File: config.mk
export PLATFORM = sky130hd
export DESIGN_NAME = sub_pipe
export DESIGN_NICKNAME = d
export VERILOG_FILES = /design/src/rtl/arith_pkg.sv /design/src/rtl/arith_adder.sv /design/src/rtl/arith_reg.sv /design/src/rtl/sub_pipe_stage.sv /design/src/rtl/sub_pipe.sv
export SDC_FILE = /design/constraint.sdc
export NUM_CORES = 1
export LEC_CHECK = 0
export CAP_MARGIN = 20
export CORE_ASPECT_RATIO = 1.1
export CORE_MARGIN = 4
export CORE_UTILIZATION = 45
export DETAILED_ROUTE_END_ITERATION = 12
export PLACE_DENSITY = 0.79
export SYNTH_ARGS = -nofsm -noshare
export SYNTH_HDL_FRONTEND = slang
export SYNTH_SLANG_ARGS = --single-unit
export TNS_END_PERCENT = 1
File: constraint.sdc
create_clock -name clk -period 2.55 [get_ports clk]
set_input_delay 0.51 -clock clk [delete_from_list [all_inputs] [get_ports clk]]
set_output_delay 0.51 -clock clk [all_outputs]
set_load 0.01 [all_outputs]
File: src/rtl/arith_pkg.sv
// Shared arithmetic definitions.
//   alg_e   : adder implementation select (ALG_RCA ripple-carry, ALG_CLA look-ahead)
//   is_pow2 : constant helper for parameter checks
package arith_pkg;

  typedef enum int unsigned {
    ALG_RCA = 0,
    ALG_CLA = 1
  } alg_e;

  function automatic bit is_pow2(input int unsigned v);
    return (v != 0) && ((v & (v - 1)) == 0);
  endfunction

endpackage

File: src/rtl/arith_adder.sv
// Combinational WIDTH-bit adder: {cout, sum} = a + b + cin.
//   ALGORITHM : ALG_RCA ripple-carry, ALG_CLA carry-look-ahead
//   a, b, cin : operands and carry in
//   sum, cout : result and carry out
module arith_adder import arith_pkg::*; #(
  parameter int unsigned WIDTH     = 8,
  parameter int unsigned ALGORITHM = ALG_RCA
) (
  input  logic [WIDTH-1:0] a,
  input  logic [WIDTH-1:0] b,
  input  logic             cin,
  output logic [WIDTH-1:0] sum,
  output logic             cout
);

  logic [WIDTH-1:0] g;
  logic [WIDTH-1:0] p;
  logic [WIDTH:0]   c;

  assign g = a & b;
  assign p = a ^ b;

  if (ALGORITHM == ALG_CLA) begin : g_cla
    logic cla_c;
    logic cla_t;
    // Each carry is a flat sum of generate terms propagated to bit i,
    // so no carry depends on a lower computed carry.
    always_comb begin
      c     = '0;
      cla_c = 1'b0;
      cla_t = 1'b0;
      c[0]  = cin;
      for (int unsigned i = 0; i < WIDTH; i++) begin
        cla_c = cin;
        for (int unsigned m = 0; m <= i; m++) cla_c = cla_c & p[m];
        for (int unsigned j = 0; j <= i; j++) begin
          cla_t = g[j];
          for (int unsigned m = j + 1; m <= i; m++) cla_t = cla_t & p[m];
          cla_c = cla_c | cla_t;
        end
        c[i+1] = cla_c;
      end
    end
  end else begin : g_rca
    always_comb begin
      c    = '0;
      c[0] = cin;
      for (int unsigned i = 0; i < WIDTH; i++) c[i+1] = g[i] | (p[i] & c[i]);
    end
  end

  assign sum  = p ^ c[WIDTH-1:0];
  assign cout = c[WIDTH];

endmodule

File: src/rtl/arith_reg.sv
// Enable-gated register with asynchronous active-low clear.
//   clk, rst_n : clock, async active-low reset (clears q)
//   en         : load d when 1, hold otherwise
//   d, q       : WIDTH-bit data in / registered data out
module arith_reg #(
  parameter int unsigned WIDTH = 8
) (
  input  logic             clk,
  input  logic             rst_n,
  input  logic             en,
  input  logic [WIDTH-1:0] d,
  output logic [WIDTH-1:0] q
);

  logic [WIDTH-1:0] data_d;
  logic [WIDTH-1:0] data_q;

  always_comb begin
    data_d = data_q;
    if (en) data_d = d;
  end

  always_ff @(posedge clk or negedge rst_n) begin
    if (!rst_n) data_q <= '0;
    else        data_q <= data_d;
  end

  assign q = data_q;

endmodule

File: src/rtl/sub_pipe_stage.sv
// One pipeline segment of sub_pipe: registered SEG_W-bit subtractor.
//   clk, rst_n          : clock, async active-low reset
//   en                  : pipeline advance; registers hold when 0
//   a, b                : segment minuend / subtrahend
//   borrow_in           : borrow from previous segment (or block bin)
//   diff, borrow_out    : registered segment difference and borrow
module sub_pipe_stage import arith_pkg::*; #(
  parameter int unsigned SEG_W     = 4,
  parameter int unsigned ALGORITHM = ALG_RCA
) (
  input  logic             clk,
  input  logic             rst_n,
  input  logic             en,
  input  logic [SEG_W-1:0] a,
  input  logic [SEG_W-1:0] b,
  input  logic             borrow_in,
  output logic [SEG_W-1:0] diff,
  output logic             borrow_out
);

  logic [SEG_W-1:0] sum;
  logic             carry;
  logic [SEG_W-1:0] diff_d;
  logic [SEG_W-1:0] diff_q;
  logic             borrow_d;
  logic             borrow_q;

  // a - b - borrow_in == a + ~b + ~borrow_in; borrow is the inverted carry.
  arith_adder #(.WIDTH(SEG_W), .ALGORITHM(ALGORITHM)) u_add (
    .a    (a),
    .b    (~b),
    .cin  (~borrow_in),
    .sum  (sum),
    .cout (carry)
  );

  always_comb begin
    diff_d   = diff_q;
    borrow_d = borrow_q;
    if (en) begin
      diff_d   = sum;
      borrow_d = ~carry;
    end
  end

  always_ff @(posedge clk or negedge rst_n) begin
    if (!rst_n) begin
      diff_q   <= '0;
      borrow_q <= 1'b0;
    end else begin
      diff_q   <= diff_d;
      borrow_q <= borrow_d;
    end
  end

  assign diff       = diff_q;
  assign borrow_out = borrow_q;

endmodule

File: src/rtl/sub_pipe.sv
// Pipelined WIDTH-bit subtractor split into NUM_STAGES segments with
// valid/ready handshake. diff = in0 - in1 - bin (mod 2^WIDTH), bout = borrow.
// Latency NUM_STAGES cycles, one result per cycle, whole pipe stalls together.
//   clk, rst_n                 : clock, async active-low reset
//   in_valid, in_ready         : input handshake (in_ready = advance)
//   in0, in1, bin              : minuend, subtrahend, borrow in
//   out_valid, out_ready       : output handshake
//   diff, bout                 : difference, borrow out
// Build option: define SUB_PIPE_SAT_EN to clamp diff to 0 when bout=1.
module sub_pipe import arith_pkg::*; #(
  parameter int unsigned WIDTH      = 16,
  parameter int unsigned NUM_STAGES = 4,
  parameter int unsigned ALGORITHM  = ALG_RCA
) (
  input  logic             clk,
  input  logic             rst_n,
  input  logic             in_valid,
  output logic             in_ready,
  input  logic [WIDTH-1:0] in0,
  input  logic [WIDTH-1:0] in1,
  input  logic             bin,
  output logic             out_valid,
  input  logic             out_ready,
  output logic [WIDTH-1:0] diff,
  output logic             bout
);

  if (!is_pow2(NUM_STAGES)) begin : g_bad_stages
    $fatal(1, "sub_pipe: NUM_STAGES=%0d must be a power of 2 and >= 1", NUM_STAGES);
  end else if ((WIDTH % NUM_STAGES) != 0) begin : g_bad_width
    $fatal(1, "sub_pipe: WIDTH=%0d not divisible by NUM_STAGES=%0d", WIDTH, NUM_STAGES);
  end
  if (ALGORITHM > ALG_CLA) begin : g_bad_alg
    $fatal(1, "sub_pipe: unsupported ALGORITHM=%0d", ALGORITHM);
  end

  localparam int unsigned SEG_W = WIDTH / NUM_STAGES;

  logic                  advance;
  logic [NUM_STAGES-1:0] valid_d;
  logic [NUM_STAGES-1:0] valid_q;
  logic [SEG_W-1:0]      stage_a    [NUM_STAGES];
  logic [SEG_W-1:0]      stage_b    [NUM_STAGES];
  logic [SEG_W-1:0]      stage_diff [NUM_STAGES];
  logic                  stage_bout [NUM_STAGES];
  logic [WIDTH-1:0]      diff_aligned;
  logic                  bout_final;

  assign advance   = !out_valid || out_ready;
  assign in_ready  = advance;
  assign out_valid = valid_q[NUM_STAGES-1];

  always_comb begin
    valid_d = valid_q;
    if (advance) begin
      valid_d[0] = in_valid;
      for (int unsigned i = 1; i < NUM_STAGES; i++) valid_d[i] = valid_q[i-1];
    end
  end

  always_ff @(posedge clk or negedge rst_n) begin
    if (!rst_n) valid_q <= '0;
    else        valid_q <= valid_d;
  end

  for (genvar k = 0; k < NUM_STAGES; k++) begin : g_seg
    localparam int unsigned DLY = NUM_STAGES - 1 - k;

    logic             borrow_in;
    logic [SEG_W-1:0] dsk [DLY+1];

    if (k == 0) begin : g_direct
      assign stage_a[k] = in0[SEG_W-1:0];
      assign stage_b[k] = in1[SEG_W-1:0];
      assign borrow_in  = bin;
    end else begin : g_skew
      // Operand segment k waits k cycles so it meets the borrow from stage k-1.
      logic [2*SEG_W-1:0] skew [k+1];
      assign skew[0] = {in1[k*SEG_W +: SEG_W], in0[k*SEG_W +: SEG_W]};
      for (genvar j = 0; j < k; j++) begin : g_reg
        arith_reg #(.WIDTH(2*SEG_W)) u_reg (
          .clk   (clk),
          .rst_n (rst_n),
          .en    (advance),
          .d     (skew[j]),
          .q     (skew[j+1])
        );
      end
      assign stage_a[k] = skew[k][SEG_W-1:0];
      assign stage_b[k] = skew[k][2*SEG_W-1:SEG_W];
      assign borrow_in  = stage_bout[k-1];
    end

    sub_pipe_stage #(.SEG_W(SEG_W), .ALGORITHM(ALGORITHM)) u_stage (
      .clk        (clk),
      .rst_n      (rst_n),
      .en         (advance),
      .a          (stage_a[k]),
      .b          (stage_b[k]),
      .borrow_in  (borrow_in),
      .diff       (stage_diff[k]),
      .borrow_out (stage_bout[k])
    );

    // Earlier segments finish early; delay them to line up with the last one.
    assign dsk[0] = stage_diff[k];
    for (genvar j = 0; j < DLY; j++) begin : g_dly
      arith_reg #(.WIDTH(SEG_W)) u_reg (
        .clk   (clk),
        .rst_n (rst_n),
        .en    (advance),
        .d     (dsk[j]),
        .q     (dsk[j+1])
      );
    end
    assign diff_aligned[k*SEG_W +: SEG_W] = dsk[DLY];
  end

  assign bout_final = stage_bout[NUM_STAGES-1];
  assign bout       = bout_final;

`ifdef SUB_PIPE_SAT_EN
  assign diff = bout_final ? '0 : diff_aligned;
`else
  assign diff = diff_aligned;
`endif

endmodule

# Word level (Yosys, flattened, before mapping)
# Cells that the tools add are included.
dict set report totals {
  wordCells 79
  regBits 96
  inputBits 37
  output_inout_bits 19
}
dict set report op_classes {
  reduce_logical 2
  bitwise 56
}
# operator n
set ops {}
lappend ops {{$xor A4 B4 Y4} 8}
lappend ops {{$and A1 B1 Y1} 16}
lappend ops {{$and A4 B4 Y4} 4}
lappend ops {{$not A4 Y4} 4}
lappend ops {{$or A1 B1 Y1} 16}
lappend ops {{$not A1 Y1} 8}
lappend ops {{$logic_not A1 Y1} 1}
lappend ops {{$logic_or A1 B1 Y1} 1}

# Depth between registers and ports, before layout
# Gate-level depths: netlist of run 1.
dict set report depth {
  ltp_word 11
  mapped_depth 7
  mapped_depth_nobuf 6
}

# Modules after synthesis
# From an unflattened synthesis of run 1, not the netlist that was laid out.
dict set report unflattened {
  hier_cells 279
  area_unflattened_um2 4307.9
}
# module n_inst cells_per_inst area_each_um2 seq_area_each_um2
set modules_own_cells {}
lappend modules_own_cells {{arith_reg (g_seg[1].g_skew.g_reg[0].u_reg ...)} 6 17 331.6 200.2}
lappend modules_own_cells {{arith_reg (g_seg[0].g_dly[0].u_reg ...)} 6 8 145.1 100.1}
lappend modules_own_cells {sub_pipe_stage 4 16 202.7 125.1}
lappend modules_own_cells {arith_adder 4 14 117.6 0.0}
lappend modules_own_cells {sub_pipe 1 9 166.4 100.1}

# Worst setup path before layout of run 1
# No wires, ideal clock.
dict set report synth_path {
  kind {register -> register}
  startpoint {register g_seg[0].u_stage.borrow_q}
  endpoint {register g_seg[1].u_stage.borrow_q}
  setup_time_ps 125
  slack_ps 42
  t_required_ps 2425
  period_less_slack_ps 2508
  stages_incl_launch_ff 6
  arrival_time_ps 2384
  path_buffers 0
  cell_sequence {dfrtp_1 -> fa_1 -> fa_1 -> fa_1 -> fa_1 -> mux2_2}
}
dict set report synth_between {
  elab_chain_len 10
}
# element line
set synth_rtl {}
lappend synth_rtl {{start: declaration} sub_pipe_stage.sv:26} ;# logic borrow_q;
lappend synth_rtl {{start signal: assignment} sub_pipe_stage.sv:52} ;# borrow_q <= borrow_d;
lappend synth_rtl {{$not A1 Y1} sub_pipe_stage.sv:32} ;# .cin (~borrow_in),
lappend synth_rtl {{$and A1 B1 Y1} arith_adder.sv:48} ;# for (int unsigned i = 0; i < WIDTH; i++) c[i+1] = g[i] | (p[i] & c[i]);
lappend synth_rtl {{$or A1 B1 Y1} arith_adder.sv:48}
lappend synth_rtl {{$and A1 B1 Y1} arith_adder.sv:48}
lappend synth_rtl {{$or A1 B1 Y1} arith_adder.sv:48}
lappend synth_rtl {{$and A1 B1 Y1} arith_adder.sv:48}
lappend synth_rtl {{$or A1 B1 Y1} arith_adder.sv:48}
lappend synth_rtl {{$and A1 B1 Y1} arith_adder.sv:48}
lappend synth_rtl {{$or A1 B1 Y1} arith_adder.sv:48}
lappend synth_rtl {{$not A1 Y1} sub_pipe_stage.sv:42} ;# borrow_d = ~carry;
lappend synth_rtl {{end signal: assignment} sub_pipe_stage.sv:52}
lappend synth_rtl {{end: declaration} sub_pipe_stage.sv:26}
# Every way passes these cells.
# A chain may end at the register's enable or synchronous reset.

# Worst setup path in the final report of run 1
dict set report layout_path {
  startpoint {input in0[0]}
  endpoint {register g_seg[0].u_stage.borrow_q}
}
dict set report layout_between {
  elab_chain_len 10
  word_cells_on_any_way 11
  classes_between {bitwise: 11}
}
# element line
set layout_rtl {}
lappend layout_rtl {{start: declaration} sub_pipe.sv:19} ;# input logic [WIDTH-1:0] in0,
lappend layout_rtl {{$xor A4 B4 Y4} arith_adder.sv:21} ;# assign p = a ^ b;
lappend layout_rtl {{$and A1 B1 Y1} arith_adder.sv:48}
lappend layout_rtl {{$or A1 B1 Y1 *} arith_adder.sv:48}
lappend layout_rtl {{$and A1 B1 Y1 *} arith_adder.sv:48}
lappend layout_rtl {{$or A1 B1 Y1 *} arith_adder.sv:48}
lappend layout_rtl {{$and A1 B1 Y1 *} arith_adder.sv:48}
lappend layout_rtl {{$or A1 B1 Y1 *} arith_adder.sv:48}
lappend layout_rtl {{$and A1 B1 Y1 *} arith_adder.sv:48}
lappend layout_rtl {{$or A1 B1 Y1 *} arith_adder.sv:48}
lappend layout_rtl {{$not A1 Y1 *} sub_pipe_stage.sv:42}
# Every way passes the cells marked *; elsewhere a longest branch is shown, timed or not.

==> impl_metrics.py, run 1 <==
metrics = {
    "floorplan": {
        "ioPinCount": 56,
        "coreArea_um2": 8920,
        "rows": 36,
        "fp.dieH_um": 108,
        "die-width_um": 99.3,
        "dieArea_um2": 10800,
        "initial_core_util": 0.463,
    },
    "drt": {
        "drt-initial-drc-count": 57,
        "routed_via_density": 4.91,
        "drc_errors": 0,
        "dr.pass1.iters": 2,
        "wl_per_cell_um": 15.7,
        "wirelength_mm": 6.73,
        "postRouteAntennaNets": 0,
        "vias": 2102,
    },
    "clock_tree": {
        "cts_tree": "done",
        "cts_buffer_depth": 2,
        "cts-buffers-inserted": 9,
        "clk_pin_slew_worst_paths_ns": 0.09,
        "cts_post_setup_buffers_inserted": 0,
        "root_buffer": "clkbuf_8",
        "holdBufCountCts": 0,
        "cts_sinks": 96,
        "clkLatencyLatePin_ns": 0.35,
        "htree_levels": 3,
    },
    "synthesis": {
        "yosysTopAreaCell": "dfrtp_1",
        "synth-seq-cells": 96,
        "synthCells": 267,
        "synthTopCellsByArea": "dfrtp_1, mux2_2, fa_1",
        "syn-cell-area_um2": 4130,
        "async_flop_share": 1.00,
        "synthMostInstantiatedCell": "dfrtp_1",
        "yosysTopAreaCellShare": 0.582,
        "syn_area_per_cell_um2": 15.5,
        "syn-num-nets": 320,
        "ys_warn_count": 0,
        "ys_seq_area_frac": 0.582,
        "synth_edf_count": 0,
        "synth_flop_cell": "dfrtp_1",
        "synth_commonest_cells": "dfrtp_1, mux2_2",
        "post_synth_num_cell_types": 13,
    },
    "placed_design": {
        "gp_routability_congestion": 0.733,
        "place.port_buffers": 55,
        "place_inst": 413,
        "dp_hpwl_mm": 4.33,
        "pre_cts_ws_ns": -0.430,
        "dpl_cell_area_um2": 4670,
    },
    "setup_path": {
        "crit_fanout": 1,
        "reg2reg_slack_ns": 0.05,
        "cp-start-kind": "input pin",
        "cp-endpoint": "g_seg[0].u_stage.borrow_out$_DFFE_PN0P_",
        "ff2ff_path_depth": 5,
        "arrival_ns": 2.74,
        "endpoint_kind": "flop",
        "worstSetupStartpoint": "in0[0]",
        "critPathKind": "input pin to flop",
        "regToRegStartpoint": "g_seg[1].u_stage.borrow_out$_DFFE_PN0P_",
        "timing.rr.end": "g_seg[2].u_stage.borrow_out$_DFFE_PN0P_",
        "required_ns": 2.78,
    },
    "global_route": {
        "grt_pass1_wl_mm": 11.5,
        "grt_pass1_vias": 2320,
        "grt.total_usage": 0.138,
        "grt_max_degree": 97,
        "antenna_found_initial": 0,
        "grt_overflow": 0,
    },
    "pwr": {
        "p_leak_nw": 2.07,
        "power.density_nw_per_um2": 1150,
        "total_power_mw": 5.66,
        "peakVddDrop_mv": 0.549,
    },
    "sta": {
        "final.setup.tns_ns": 0,
        "hold_viol": 0,
        "timing.slew.headroom": 0.567,
        "period_needed_ns": 2.51,
        "max_freq_mhz": 398,
        "fin_ws_ns": 0.0368,
        "whs_ns": 0.124,
        "slew_violations": 0,
        "fin_crit_sh": 0.986,
        "tightest_slew_ns": 0.650,
        "worst_clock_skew_ns": 0.0164,
        "setup_viol": 0,
        "rsz0062_at_grt": "yes",
    },
    "finish": {
        "syn_to_final_growth_pct": 19.1,
        "final_util": 0.551,
        "final_area_um2": 4920,
        "drive_above_1_share": 0.350,
        "layout.cells.non_filler": 428,
        "nets": 363,
        "n_antenna_cell": 0,
        "n_fill_cell": 738,
    },
    "worst_hold_path": {
        "hp-class": "input pin to asynchronous set/reset pin",
    },
    "flow_run": {
        "maxCapViolCount": 0,
    },
    "run_status": {
        "outcome": "finished, final reports clean",
    },
}
cell usage in the layout (no fill, tap or decap), drive strengths merged:
cell,synthesis,layout
dfrtp,96,96
clkinv,0,2
mux2,79,79
clkdlybuf4s50,0,54
fa,16,16
buf,24,4
clkbuf,2,10
nand2b,2,2
inv,16,16
clkinvlp,0,1
nor3b,16,16
bufinv,0,2
a21oi,16,16
layer usage:
layer | vias to the layer above | GRT usage | share of wire
met5 | - | 0 | 0
met3 | 11 | 0.0413 | 0.051
met1 | 1077 | 0.184 | 0.46
met2 | 45 | 0.214 | 0.48
li1 | 969 | - | -
met4 | 0 | 0.0527 | 0.017
power by group:
part	internal (mW)	switching (mW)
Clock	0.574	0.503
Sequential	2.18	0.397
Combinational	1.23	0.767
cells by family after synthesis:
family,Yosys count,synth area share
flops,96,0.582
mux,79,0.225
buf+inv,42,0.0618
simple gates,18,0.0339
compound gates,16,0.0194
fa+ha+maj,16,0.0776
critical path: stages:
cell             delay (ns)
clkdlybuf4s50_1        0.46
inv_1                  0.06
fa_2                   0.39
fa_2                   0.36
fa_2                   0.34
fa_1                   0.36
mux2_2                 0.26
layout make-up:
class | count | area [um2] | share of cell area
clock inverters | 5 | 81.3 | 0.0165
multi-input cells | 129 | 1500 | 0.305
flip-flops and latches | 96 | 2400 | 0.488
inverters | 16 | 60.1 | 0.0122
well taps | 114 | 143 | 0.0290
clock buffers | 10 | 138 | 0.0280
repair buffers | 58 | 596 | 0.121
what timing repair did:
| item | in CTS | in global routing |
|---|---|---|
| endpoints found under the setup margin | 8 | 5 |
| pin swaps | 1 | 0 |
| gates resized for setup | 8 | 3 |
registers in the layout (all words and copies together), names as in the netlist:
register                  count
valid_q                       4
g_seg.u_stage.borrow_out      4
g_seg.g_dly.u_reg.q          24
g_seg.u_stage.diff           16
g_seg.g_skew.g.u_reg.q       48
worst min path at each step:
stage                            from                                        to  slack [ns]  depth (start not counted)
6_report                        rst_n  g_seg[0].g_dly[1].u_reg.q[3]$_DFFE_PN0P_        0.12                          1
5_1_grt                         rst_n  g_seg[0].g_dly[2].u_reg.q[3]$_DFFE_PN0P_        0.14                          1
4_1_cts                         rst_n  g_seg[0].g_dly[2].u_reg.q[2]$_DFFE_PN0P_        0.13                          1
3_5_place_dp   valid_q[2]$_DFFE_PN0P_                    valid_q[3]$_DFFE_PN0P_        0.45                          1
3_3_place_gp   valid_q[2]$_DFFE_PN0P_                    valid_q[3]$_DFFE_PN0P_        0.45                          1
2_1_floorplan                   rst_n  g_seg[0].g_dly[0].u_reg.q[0]$_DFFE_PN0P_        0.21                          0
(Power assumes the default switching activity.)
==> run 2, diff against run 1 <==
--- a/config.mk
+++ b/config.mk
@@ -8,10 +8,9 @@
 export CAP_MARGIN = 20
 export CORE_ASPECT_RATIO = 1.1
 export CORE_MARGIN = 4
-export CORE_UTILIZATION = 45
+export CORE_UTILIZATION = 49
 export DETAILED_ROUTE_END_ITERATION = 12
-export PLACE_DENSITY = 0.79
+export PLACE_DENSITY = 0.84
 export SYNTH_ARGS = -nofsm -noshare
 export SYNTH_HDL_FRONTEND = slang
 export SYNTH_SLANG_ARGS = --single-unit
-export TNS_END_PERCENT = 1
==> constraint.sdc (replaced) <==
create_clock -name clk -period 2.3 [get_ports clk]
set_input_delay 0.46 -clock clk [delete_from_list [all_inputs] [get_ports clk]]
set_output_delay 0.46 -clock clk [all_outputs]
set_load 0.01 [all_outputs]
==> impl_metrics.py, run 2 (synthesis results as in run 1) <==
metrics = {
    "run_status": {
        "outcome": "finished, final reports clean",
    },
    "finish": {
        "syn_to_final_growth_pct": 19.5,
        "n_antenna_cell": 0,
        "drive_above_1_share": 0.387,
        "largest_reg_flops": 48,
        "mostFrequentLayoutCells": "dfrtp_1, mux2_2, clkdlybuf4s50_1",
        "nets": 366,
        "final_common_cell": "dfrtp_1",
        "layout.cells.non_filler": 426,
    },
    "floorplan": {
        "initial_core_util": 0.514,
        "fp.dieH_um": 104,
        "rows": 34,
        "die-width_um": 95.5,
        "coreArea_um2": 8040,
        "dieArea_um2": 9960,
        "ioPinCount": 56,
    },
    "placed_design": {
        "place.port_buffers": 55,
        "dp_hpwl_mm": 4.62,
        "place_inst": 409,
        "pre_cts_ws_ns": -0.499,
        "gp_routability_congestion": 0.778,
    },
    "drt": {
        "vias": 2139,
        "drc_errors": 0,
        "wirelength_mm": 6.74,
        "routed_via_density": 5.02,
        "drt-initial-drc-count": 45,
        "postRouteAntennaNets": 0,
        "wl_per_cell_um": 15.8,
        "dr.pass1.iters": 4,
    },
    "pwr": {
        "seq_power_share": 0.456,
        "p_int_mw": 4.35,
        "peakVddDrop_mv": 0.708,
        "total_power_mw": 6.29,
        "p_leak_nw": 2.07,
        "power.density_nw_per_um2": 1270,
        "p_clk_frac": 0.182,
        "switchingPower_mw": 1.94,
        "swShare": 0.308,
        "power_frac_comb": 0.362,
    },
    "sta": {
        "timing.slew.headroom": 0.658,
        "fin_ws_ns": 0.0172,
        "slew_violations": 0,
        "setup_viol": 0,
        "max_freq_mhz": 438,
        "rsz0062_at_grt": "yes",
        "whs_ns": 0.0621,
        "worst_clock_skew_ns": 0.0112,
        "period_needed_ns": 2.28,
        "fin_crit_sh": 0.993,
        "hold_viol": 0,
        "tightest_slew_ns": 0.513,
        "final.setup.tns_ns": 0,
    },
    "global_route": {
        "grt_overflow": 0,
        "grt_pass1_vias": 2344,
        "grt_max_degree": 72,
        "grt-busiest-layer": "met2",
        "use_met3": 0.0318,
        "use_met2": 0.229,
        "use_met1": 0.192,
        "antenna_found_initial": 0,
        "grt.total_usage": 0.146,
        "grt_pass1_wl_mm": 11.1,
    },
    "clock_tree": {
        "htree_levels": 3,
        "root_buffer": "clkbuf_8",
        "cts_sinks": 96,
        "cts-buffers-inserted": 9,
        "cts_buffer_depth": 2,
        "clkLatencyLatePin_ns": 0.36,
        "clk_pin_slew_worst_paths_ns": 0.10,
        "cts_tree": "done",
    },
    "setup_path": {
        "endpoint_kind": "flop",
        "critPathKind": "flop to flop",
        "required_ns": 2.55,
        "arrival_ns": 2.53,
        "cp-start-kind": "flop",
        "crit_fanout": 2,
    },
    "flow_run": {
        "maxCapViolCount": 0,
    },
    "worst_hold_path": {
        "hp-class": "input pin to asynchronous set/reset pin",
    },
}
run 2: changes by cell type in the layout (fill, tap and decap cells not counted), sizes merged:
| cell | change |
|---|---|
| buf | +3 |
| bufinv | -1 |
| clkbuf | -1 |
| clkdlybuf4s50 | -3 |
| clkinv | -1 |
| dlygate4sd2 | +3 |
| inv | +4 |
run 2: path summary, 6_finish.rpt:
check	start	to	slack, ns	depth (start not counted)
hold reg to reg	valid_q[2]$_DFFE_PN0P_	valid_q[3]$_DFFE_PN0P_	0.48	1
max in group asynchronous	rst_n	g_seg[2].g_skew.g_reg[1].u_reg.q[0]$_DFFE_PN0P_	1.56	2
hold / removal	rst_n	g_seg[2].g_skew.g_reg[0].u_reg.q[0]$_DFFE_PN0P_	0.06	1
setup reg to reg	g_seg[3].g_skew.g_reg[2].u_reg.q[0]$_DFFE_PN0P_	g_seg[3].u_stage.borrow_out$_DFFE_PN0P_	0.02	6
min in group clk	valid_q[2]$_DFFE_PN0P_	valid_q[3]$_DFFE_PN0P_	0.48	1
setup / recovery	g_seg[3].g_skew.g_reg[2].u_reg.q[0]$_DFFE_PN0P_	g_seg[3].u_stage.borrow_out$_DFFE_PN0P_	0.02	6
run 2: final cells by class:
type / count / area [um2]
Fill cell: 605 / 3110
Sequential cell: 96 / 2400
Multi-Input combinational cell: 129 / 1520
Timing Repair Buffer: 61 / 614
Tap cell: 108 / 135
Clock buffer: 9 / 124
Clock inverter: 7 / 83.8
Inverter: 16 / 60.1
run 2: power by group through the flow:
stage	Combinational [mW]	Sequential [mW]	Clock (mW)
2_1_floorplan	1.73	2.77	0
3_3_place_gp	2.17	2.86	0
3_5_place_dp	2.29	2.91	0
4_1_cts	2.34	2.88	1.18
5_1_grt	2.51	2.97	1.25
6_report	2.28	2.87	1.14
run 2: per-stage QoR:
step / utilization / area [um2]
floorplan: - / 4160
CTS: 0.614 / 4930
global placement: 0.586 / 4710
global route: 0.614 / 4930
detailed placement: 0.586 / 4710
finish: 0.614 / 4930
run 2: timing repair:
action	4_1_cts	5_1_grt
setup endpoints to repair	7	6
buffers inserted	1	0
hold buffers	0	0
resized for setup	11	1
hold endpoints to repair	0	0
pin swaps	16	7
run 2: worst max-delay path, stage by stage (launching register included):
cell,delay (ns)
dfrtp_1,0.38
inv_2,0.05
fa_2,0.38
fa_2,0.35
fa_2,0.37
fa_2,0.37
mux2_4,0.27
run 2: metal layers:
metal	vias to the layer above	part of all wire
li1	983	-
met1	1106	0.44
met2	44	0.50
met3	6	0.048
met4	0	0.012
met5	-	0
